==> src/rtl/seg_scan_ctrl.sv <==
`default_nettype none
// ============================================================================
//  Module      : seg_scan_ctrl
//  Description : Multiplexed common-anode 7-segment display controller.
//                Accepts a value over a valid/ready handshake and shows it as
//                hex nibbles or as decimal (sequential double-dabble). Adds
//                leading-zero blanking, per-digit decimal points, an overflow
//                dash display, anode dead time and 16-level brightness PWM.
//                Anodes and segments are active-low.
//  Revision    : 1.0 - initial release
// ============================================================================
module seg_scan_ctrl #(
    parameter int NUM_DIGITS   = 4,
    parameter int SCAN_DIV     = 25000,
    parameter int BLANK_CYCLES = 500
) (
    input  logic                    clk,
    input  logic                    rst_n,
    input  logic [4*NUM_DIGITS-1:0] din,
    input  logic                    din_valid,
    output logic                    din_ready,
    input  logic                    mode_dec,
    input  logic                    lz_blank,
    input  logic [NUM_DIGITS-1:0]   dp_mask,
    input  logic [3:0]              bright,
    output logic [NUM_DIGITS-1:0]   seg_an,
    output logic [7:0]              seg_seg,
    output logic                    overflow
);

    // ------------------------------------------------------------------------
    // Derived widths and typed constants
    // ------------------------------------------------------------------------
    localparam int c_W      = 4 * NUM_DIGITS;
    // Two spare BCD digits guarantee room for the largest W-bit value, so
    // anything landing above digit NUM_DIGITS-1 is a genuine overflow.
    localparam int c_BCD_D  = NUM_DIGITS + 2;
    localparam int c_BCD_W  = 4 * c_BCD_D;
    localparam int c_SLOT_W = (SCAN_DIV > 1) ? $clog2(SCAN_DIV) : 1;
    localparam int c_IDX_W  = (NUM_DIGITS > 1) ? $clog2(NUM_DIGITS) : 1;
    localparam int c_CNT_W  = $clog2(c_W + 1);

    localparam logic [c_SLOT_W-1:0] c_SLOT_LAST = c_SLOT_W'(SCAN_DIV - 1);
    localparam logic [c_SLOT_W-1:0] c_BLANK     = c_SLOT_W'(BLANK_CYCLES);
    localparam logic [c_IDX_W-1:0]  c_IDX_LAST  = c_IDX_W'(NUM_DIGITS - 1);
    localparam logic [c_CNT_W-1:0]  c_CNT_LAST  = c_CNT_W'(c_W - 1);

    // ------------------------------------------------------------------------
    // FSM encoding
    // ------------------------------------------------------------------------
    typedef enum logic [1:0] {
        S_IDLE   = 2'd0,
        S_CONV   = 2'd1,
        S_COMMIT = 2'd2
    } state_t;

    state_t                         r_state;
    state_t                         w_state_nxt;
    logic                           w_accept;

    // Staging registers (captured on accept)
    logic [c_W-1:0]                 r_bin;
    logic                           r_stg_dec;
    logic                           r_stg_lz;
    logic [NUM_DIGITS-1:0]          r_stg_dp;

    // Double-dabble engine
    logic [c_BCD_W-1:0]             r_bcd;
    logic [c_BCD_W-1:0]             w_bcd_adj;
    logic [c_CNT_W-1:0]             r_bit_cnt;

    // Committed display state
    logic [NUM_DIGITS-1:0][3:0]     r_disp;
    logic [NUM_DIGITS-1:0]          r_dp;
    logic                           r_lz;
    logic                           r_overflow;

    // Scan / PWM
    logic [c_SLOT_W-1:0]            r_slot_cnt;
    logic [c_IDX_W-1:0]             r_idx;
    logic [3:0]                     r_pwm_cnt;
    logic [3:0]                     r_bright_q;

    // Output stage
    logic [NUM_DIGITS-1:0]          w_blank;
    logic                           w_seen_nz;
    logic [7:0]                     w_seg_nxt;
    logic [NUM_DIGITS-1:0]          w_an_nxt;
    logic [NUM_DIGITS-1:0]          r_seg_an;
    logic [7:0]                     r_seg_seg;

    // ------------------------------------------------------------------------
    // Hex nibble to {g..a} segment pattern, active-low
    // ------------------------------------------------------------------------
    function automatic logic [6:0] f_seg7(input logic [3:0] d);
        logic [6:0] v;
        case (d)
            4'h0: v = 7'h40;
            4'h1: v = 7'h79;
            4'h2: v = 7'h24;
            4'h3: v = 7'h30;
            4'h4: v = 7'h19;
            4'h5: v = 7'h12;
            4'h6: v = 7'h02;
            4'h7: v = 7'h78;
            4'h8: v = 7'h00;
            4'h9: v = 7'h10;
            4'hA: v = 7'h08;
            4'hB: v = 7'h03;
            4'hC: v = 7'h46;
            4'hD: v = 7'h21;
            4'hE: v = 7'h06;
            default: v = 7'h0E;
        endcase
        return v;
    endfunction

    assign din_ready = (r_state == S_IDLE);

    // State register
    always_ff @(posedge clk or negedge rst_n) begin
        if (!rst_n) begin
            r_state <= S_IDLE;
        end else begin
            r_state <= w_state_nxt;
        end
    end

    // Next-state logic: hex skips straight to COMMIT, decimal runs W shifts
    always_comb begin
        w_state_nxt = r_state;
        w_accept    = 1'b0;
        case (r_state)
            S_IDLE: begin
                if (din_valid) begin
                    w_accept    = 1'b1;
                    w_state_nxt = mode_dec ? S_CONV : S_COMMIT;
                end
            end
            S_CONV: begin
                if (r_bit_cnt == c_CNT_LAST) begin
                    w_state_nxt = S_COMMIT;
                end
            end
            S_COMMIT: begin
                w_state_nxt = S_IDLE;
            end
            default: begin
                w_state_nxt = S_IDLE;
            end
        endcase
    end

    // Add-3 correction applied to every BCD digit that is 5 or more
    always_comb begin
        w_bcd_adj = r_bcd;
        for (int i = 0; i < c_BCD_D; i++) begin
            if (r_bcd[4*i +: 4] >= 4'd5) begin
                w_bcd_adj[4*i +: 4] = r_bcd[4*i +: 4] + 4'd3;
            end
        end
    end

    // Capture staging data on accept, then shift binary into BCD MSB first
    always_ff @(posedge clk or negedge rst_n) begin
        if (!rst_n) begin
            r_bin     <= '0;
            r_stg_dec <= 1'b0;
            r_stg_lz  <= 1'b0;
            r_stg_dp  <= '0;
            r_bcd     <= '0;
            r_bit_cnt <= '0;
        end else if (w_accept) begin
            r_bin     <= din;
            r_stg_dec <= mode_dec;
            r_stg_lz  <= lz_blank;
            r_stg_dp  <= dp_mask;
            r_bcd     <= '0;
            r_bit_cnt <= '0;
        end else if (r_state == S_CONV) begin
            r_bcd     <= {w_bcd_adj[c_BCD_W-2:0], r_bin[c_W-1]};
            r_bin     <= {r_bin[c_W-2:0], 1'b0};
            r_bit_cnt <= r_bit_cnt + 1'b1;
        end
    end

    // Atomic update of everything the scanner displays
    always_ff @(posedge clk or negedge rst_n) begin
        if (!rst_n) begin
            r_disp     <= '0;
            r_dp       <= '0;
            r_lz       <= 1'b0;
            r_overflow <= 1'b0;
        end else if (r_state == S_COMMIT) begin
            r_disp     <= r_stg_dec ? r_bcd[c_W-1:0] : r_bin;
            r_dp       <= r_stg_dp;
            r_lz       <= r_stg_lz;
            r_overflow <= r_stg_dec & (|r_bcd[c_BCD_W-1:c_W]);
        end
    end

    // Slot timer, digit index, free-running PWM counter and brightness sample
    always_ff @(posedge clk or negedge rst_n) begin
        if (!rst_n) begin
            r_slot_cnt <= '0;
            r_idx      <= '0;
            r_pwm_cnt  <= '0;
            r_bright_q <= '0;
        end else begin
            r_pwm_cnt <= r_pwm_cnt + 4'd1;
            if (r_slot_cnt == c_SLOT_LAST) begin
                r_slot_cnt <= '0;
                r_bright_q <= bright;
                r_idx      <= (r_idx == c_IDX_LAST) ? '0 : r_idx + 1'b1;
            end else begin
                r_slot_cnt <= r_slot_cnt + 1'b1;
            end
        end
    end

    // Leading-zero blanking: walk from the MSD down until a non-zero digit
    always_comb begin
        w_blank   = '0;
        w_seen_nz = 1'b0;
        for (int i = NUM_DIGITS - 1; i >= 0; i--) begin
            if (r_disp[i] != 4'd0) begin
                w_seen_nz = 1'b1;
            end
            if (r_lz && !w_seen_nz && (i != 0)) begin
                w_blank[i] = 1'b1;
            end
        end
    end

    // Segment and anode pattern for the digit currently being scanned
    always_comb begin
        w_seg_nxt = 8'hFF;
        w_an_nxt  = '1;
        if (r_overflow) begin
            w_seg_nxt = 8'hBF;
        end else begin
            w_seg_nxt[7]   = ~r_dp[r_idx];
            w_seg_nxt[6:0] = w_blank[r_idx] ? 7'h7F : f_seg7(r_disp[r_idx]);
        end
        if ((r_slot_cnt >= c_BLANK) && (r_pwm_cnt <= r_bright_q)) begin
            w_an_nxt[r_idx] = 1'b0;
        end
    end

    // Registered pin drivers
    always_ff @(posedge clk or negedge rst_n) begin
        if (!rst_n) begin
            r_seg_an  <= '1;
            r_seg_seg <= 8'hFF;
        end else begin
            r_seg_an  <= w_an_nxt;
            r_seg_seg <= w_seg_nxt;
        end
    end

    assign seg_an   = r_seg_an;
    assign seg_seg  = r_seg_seg;
    assign overflow = r_overflow;

endmodule
`default_nettype wire
==> config.mk <==
export PLATFORM = sky130hd
export DESIGN_NAME = seg_scan_ctrl
export DESIGN_NICKNAME = d
export VERILOG_FILES = /design/src/rtl/seg_scan_ctrl.sv
export SDC_FILE = /design/constraint.sdc
export NUM_CORES = 1
export LEC_CHECK = 0
export CORE_MARGIN = 2
export CORE_UTILIZATION = 60
export DETAILED_ROUTE_END_ITERATION = 12
export MAX_ROUTING_LAYER = met4
export PLACE_DENSITY = 0.78
export SYNTH_ARGS = -nofsm -noshare
export SYNTH_HDL_FRONTEND = slang
export SYNTH_SLANG_ARGS = --single-unit
export TNS_END_PERCENT = 20
==> constraint.sdc <==
create_clock -name clk -period 3.35 [get_ports clk]
set_input_delay 0.67 -clock clk [delete_from_list [all_inputs] [get_ports clk]]
set_output_delay 0.67 -clock clk [all_outputs]
set_load 0.05 [all_outputs]
==> flow_summary.json <==
{
  "start_util": 0.6163,
  "antenna_found_initial": 0,
  "place_inst": 700,
  "postCtsSetupBuffers": 0,
  "synthArstFlopShare": 1.000,
  "ios": 43,
  "fin_hold_ws_ns": 0.2228,
  "total_power_mw": 5.213,
  "ir_worst_vdd_mv": 0.7107,
  "synth.ff_latch_count": 112,
  "crit_required_ns": 2.68,
  "r2r-start": "r_slot_cnt[9]",
  "syn_area_sq_mm": 0.005668,
  "ant_nets": 0,
  "worst_pin_slew_ns": 0.9658,
  "wl_um": 11450,
  "fin_tns_setup_ns": 0,
  "syn_inst": 565,
  "drtPass1Iterations": 4,
  "drt-wirelength-per-cell_um": 16.00,
  "synth_top_area_cell": "dfrtp_1",
  "worstSetupPathType": "reg2out",
  "numCtsBuffers": 9,
  "vias_per_cell": 5.946,
  "first_iter_violations": 218,
  "grt_usage": 0.2477,
  "critPathLaunchType": "flop",
  "hold_viol_final": 0,
  "drc_errors": 0,
  "cts.sinks": 112,
  "die_area_sq_mm": 0.01024,
  "gp_congestion": 0.8497,
  "ys_seq_area_frac": 0.4971,
  "syn_area_per_cell_sq_um": 10.03,
  "critPathMaxFanout": 6,
  "grt_pass1_wl_um": 19290,
  "cts_hold_buffers": 0,
  "diodes": 0,
  "post-route-util": 0.6971,
  "drv_cap": 0,
  "synth_top_cell_area_share": 0.4415,
  "maxSlewHeadroom": 0.3562,
  "die_w_um": 101.2,
  "yosysWarnings": 0,
  "hold_class": "in2async",
  "root_buffer": "clkbuf_8",
  "final.fill_count": 718,
  "clk_latency_ns": 0.39,
  "drv_slew": 0,
  "overflow": 0,
  "die_height_um": 101.2,
  "nNetsFinal": 661,
  "place_area_sq_mm": 0.006190,
  "grt_max_degree": 79,
  "cts_buffer_depth": 2,
  "status": "complete, no violations",
  "cts_tree": "yes",
  "yosysUniqueCellTypes": 48,
  "area_growth_pct": 13.11,
  "clk_pin_slew_ns": 0.12,
  "synth_edf_count": 0,
  "ys.flop_type": "dfrtp_1",
  "ys_top_cells_by_area": "dfrtp_1 (44%), ha_1 (7.1%), nand2_1 (6.4%), dfstp_2 (5.6%), o21ai_0 (4.9%)",
  "stdcell_count": 716,
  "cts-resized-gates": 0,
  "dp_hpwl_um": 8021,
  "leakagePower_nw": 2.875,
  "critPathLaunch": "r_state[0]",
  "arrival_ns": 1.87,
  "finClkSkew_ns": 0.01652,
  "finish.instance_area_sq_mm": 0.006411,
  "fp.coreArea_sq_mm": 0.009196,
  "dr_total_vias": 4257,
  "rsz0062_at_grt": "no",
  "final-setup-viol-count": 0,
  "fmax_mhz": 393.7,
  "drive_above_1_share": 0.08595,
  "syn_nets": 626,
  "powerDensity_mw_per_mm2": 813.1,
  "period_minus_slack_ns": 2.540,
  "cp-end-kind": "output port",
  "io_buffers": 42,
  "grt_pass1_vias": 4065,
  "finalCritPeriodShare": 0.7582,
  "htree_levels": 3,
  "setup_ws_ns": 0.8101,
  "dp_slack_ns": 1.111,
  "num_rows": 35
}
[sequential cells by signal (all words and copies together) (netlist names), 2 cells and up]
register	count
r_slot_cnt	15
r_state	2
r_bcd	24
r_stg_dp	4
r_dp	4
r_pwm_cnt	4
r_idx	2
r_bin	16
seg_an	4
r_bright_q	4
r_disp	16
seg_seg	8
r_bit_cnt	5
[metal layers]
| layer | GRT usage | wire length, um | vias to the layer above |
|---|---|---|---|
| li1 | - | - | 2044 |
| met1 | 0.3205 | 5142 | 2098 |
| met2 | 0.4086 | 5743 | 96 |
| met3 | 0.04762 | 431 | 19 |
| met4 | 0.05717 | 136 | 0 |
| met5 | - | 0 | - |
[path summary, 6_finish.rpt]
kind,end,slack (ns),depth (start not counted)
max,din_ready,0.81,2
min,r_slot_cnt[6],0.22,1
max reg2reg,r_bright_q[0],1.12,4
min reg2reg,r_pwm_cnt[0],0.48,1
max in group asynchronous,seg_seg[0],2.31,2
min in group clk,r_pwm_cnt[0],0.48,1
[where the power goes]
group / switching, mW / internal (mW) / total, mW
clock network: 0.497 / 0.385 / 0.881
registers: 0.435 / 1.81 / 2.25
logic: 1.23 / 0.860 / 2.08
total: 2.16 / 3.06 / 5.21
[critical path, cell delays in order (launching register included)]
cell,delay (ns)
dfrtp_1,0.46
nor2_1,0.19
clkdlybuf4s50_1,0.83
[Yosys cell counts (3+ instances only)]
cell type  instances
a21oi_1           15
xor2_1            12
mux2i_1           16
o32ai_1            5
nand4_1            5
xnor2_1           16
inv_1             29
mux2_2             6
nand3_1           28
dfrtp_1          100
a32o_1             6
ha_1              32
o21ai_0           56
nor4_1             4
nor2_1            25
o31ai_1            7
and3_1             3
nand2_1           97
o211ai_1           5
nand3b_1           3
nand2b_1          10
mux4_2             5
clkbuf_1          21
dfstp_2           12
a22oi_1           16
[cell usage in the layout, fill, tap and decap left out, types with 5 or more instances in the layout]
cell type and instances:
a21oi_1 15, a22oi_1 16, a32o_1 6, buf_4 8, clkbuf_8 10, clkdlybuf4s50_1 41
dfrtp_1 100, dfstp_2 12, ha_1 32, inv_1 29, mux2_2 6, mux2i_1 16
mux4_2 5, nand2_1 97, nand2b_1 10, nand3_1 28, nand4_1 5, nor2_1 25
o211ai_1 5, o21ai_0 56, o31ai_1 7, o32ai_1 5, xnor2_1 16, xor2_1 12
[kinds of logic (layout without fill, tap and decap cells)]
family                     count (synthesis)  in the layout  share of synthesized area
and+or+nand+nor                          189            189                     0.1547
AOI/OAI and AO/OA                        121            121                     0.1333
DFF                                      112            112                     0.4971
buffers and inverters                     55             95                    0.03819
adders and majority gates                 32             32                    0.07064
xor gates and xnor gates                  28             28                    0.04327
muxes                                     28             28                    0.06269
[area by class of cell]
cell class	instances	area (sq um)	area share
flip-flops and latches	112	2818	0.4395
multi-input cells	398	2634	0.4108
repair buffers	50	490.5	0.07650
well taps	111	138.9	0.02166
clock buffers	10	137.6	0.02147
inverters	29	108.9	0.01698
clock inverters	6	83.83	0.01308
Note: power is estimated with default switching activity, not from simulation.
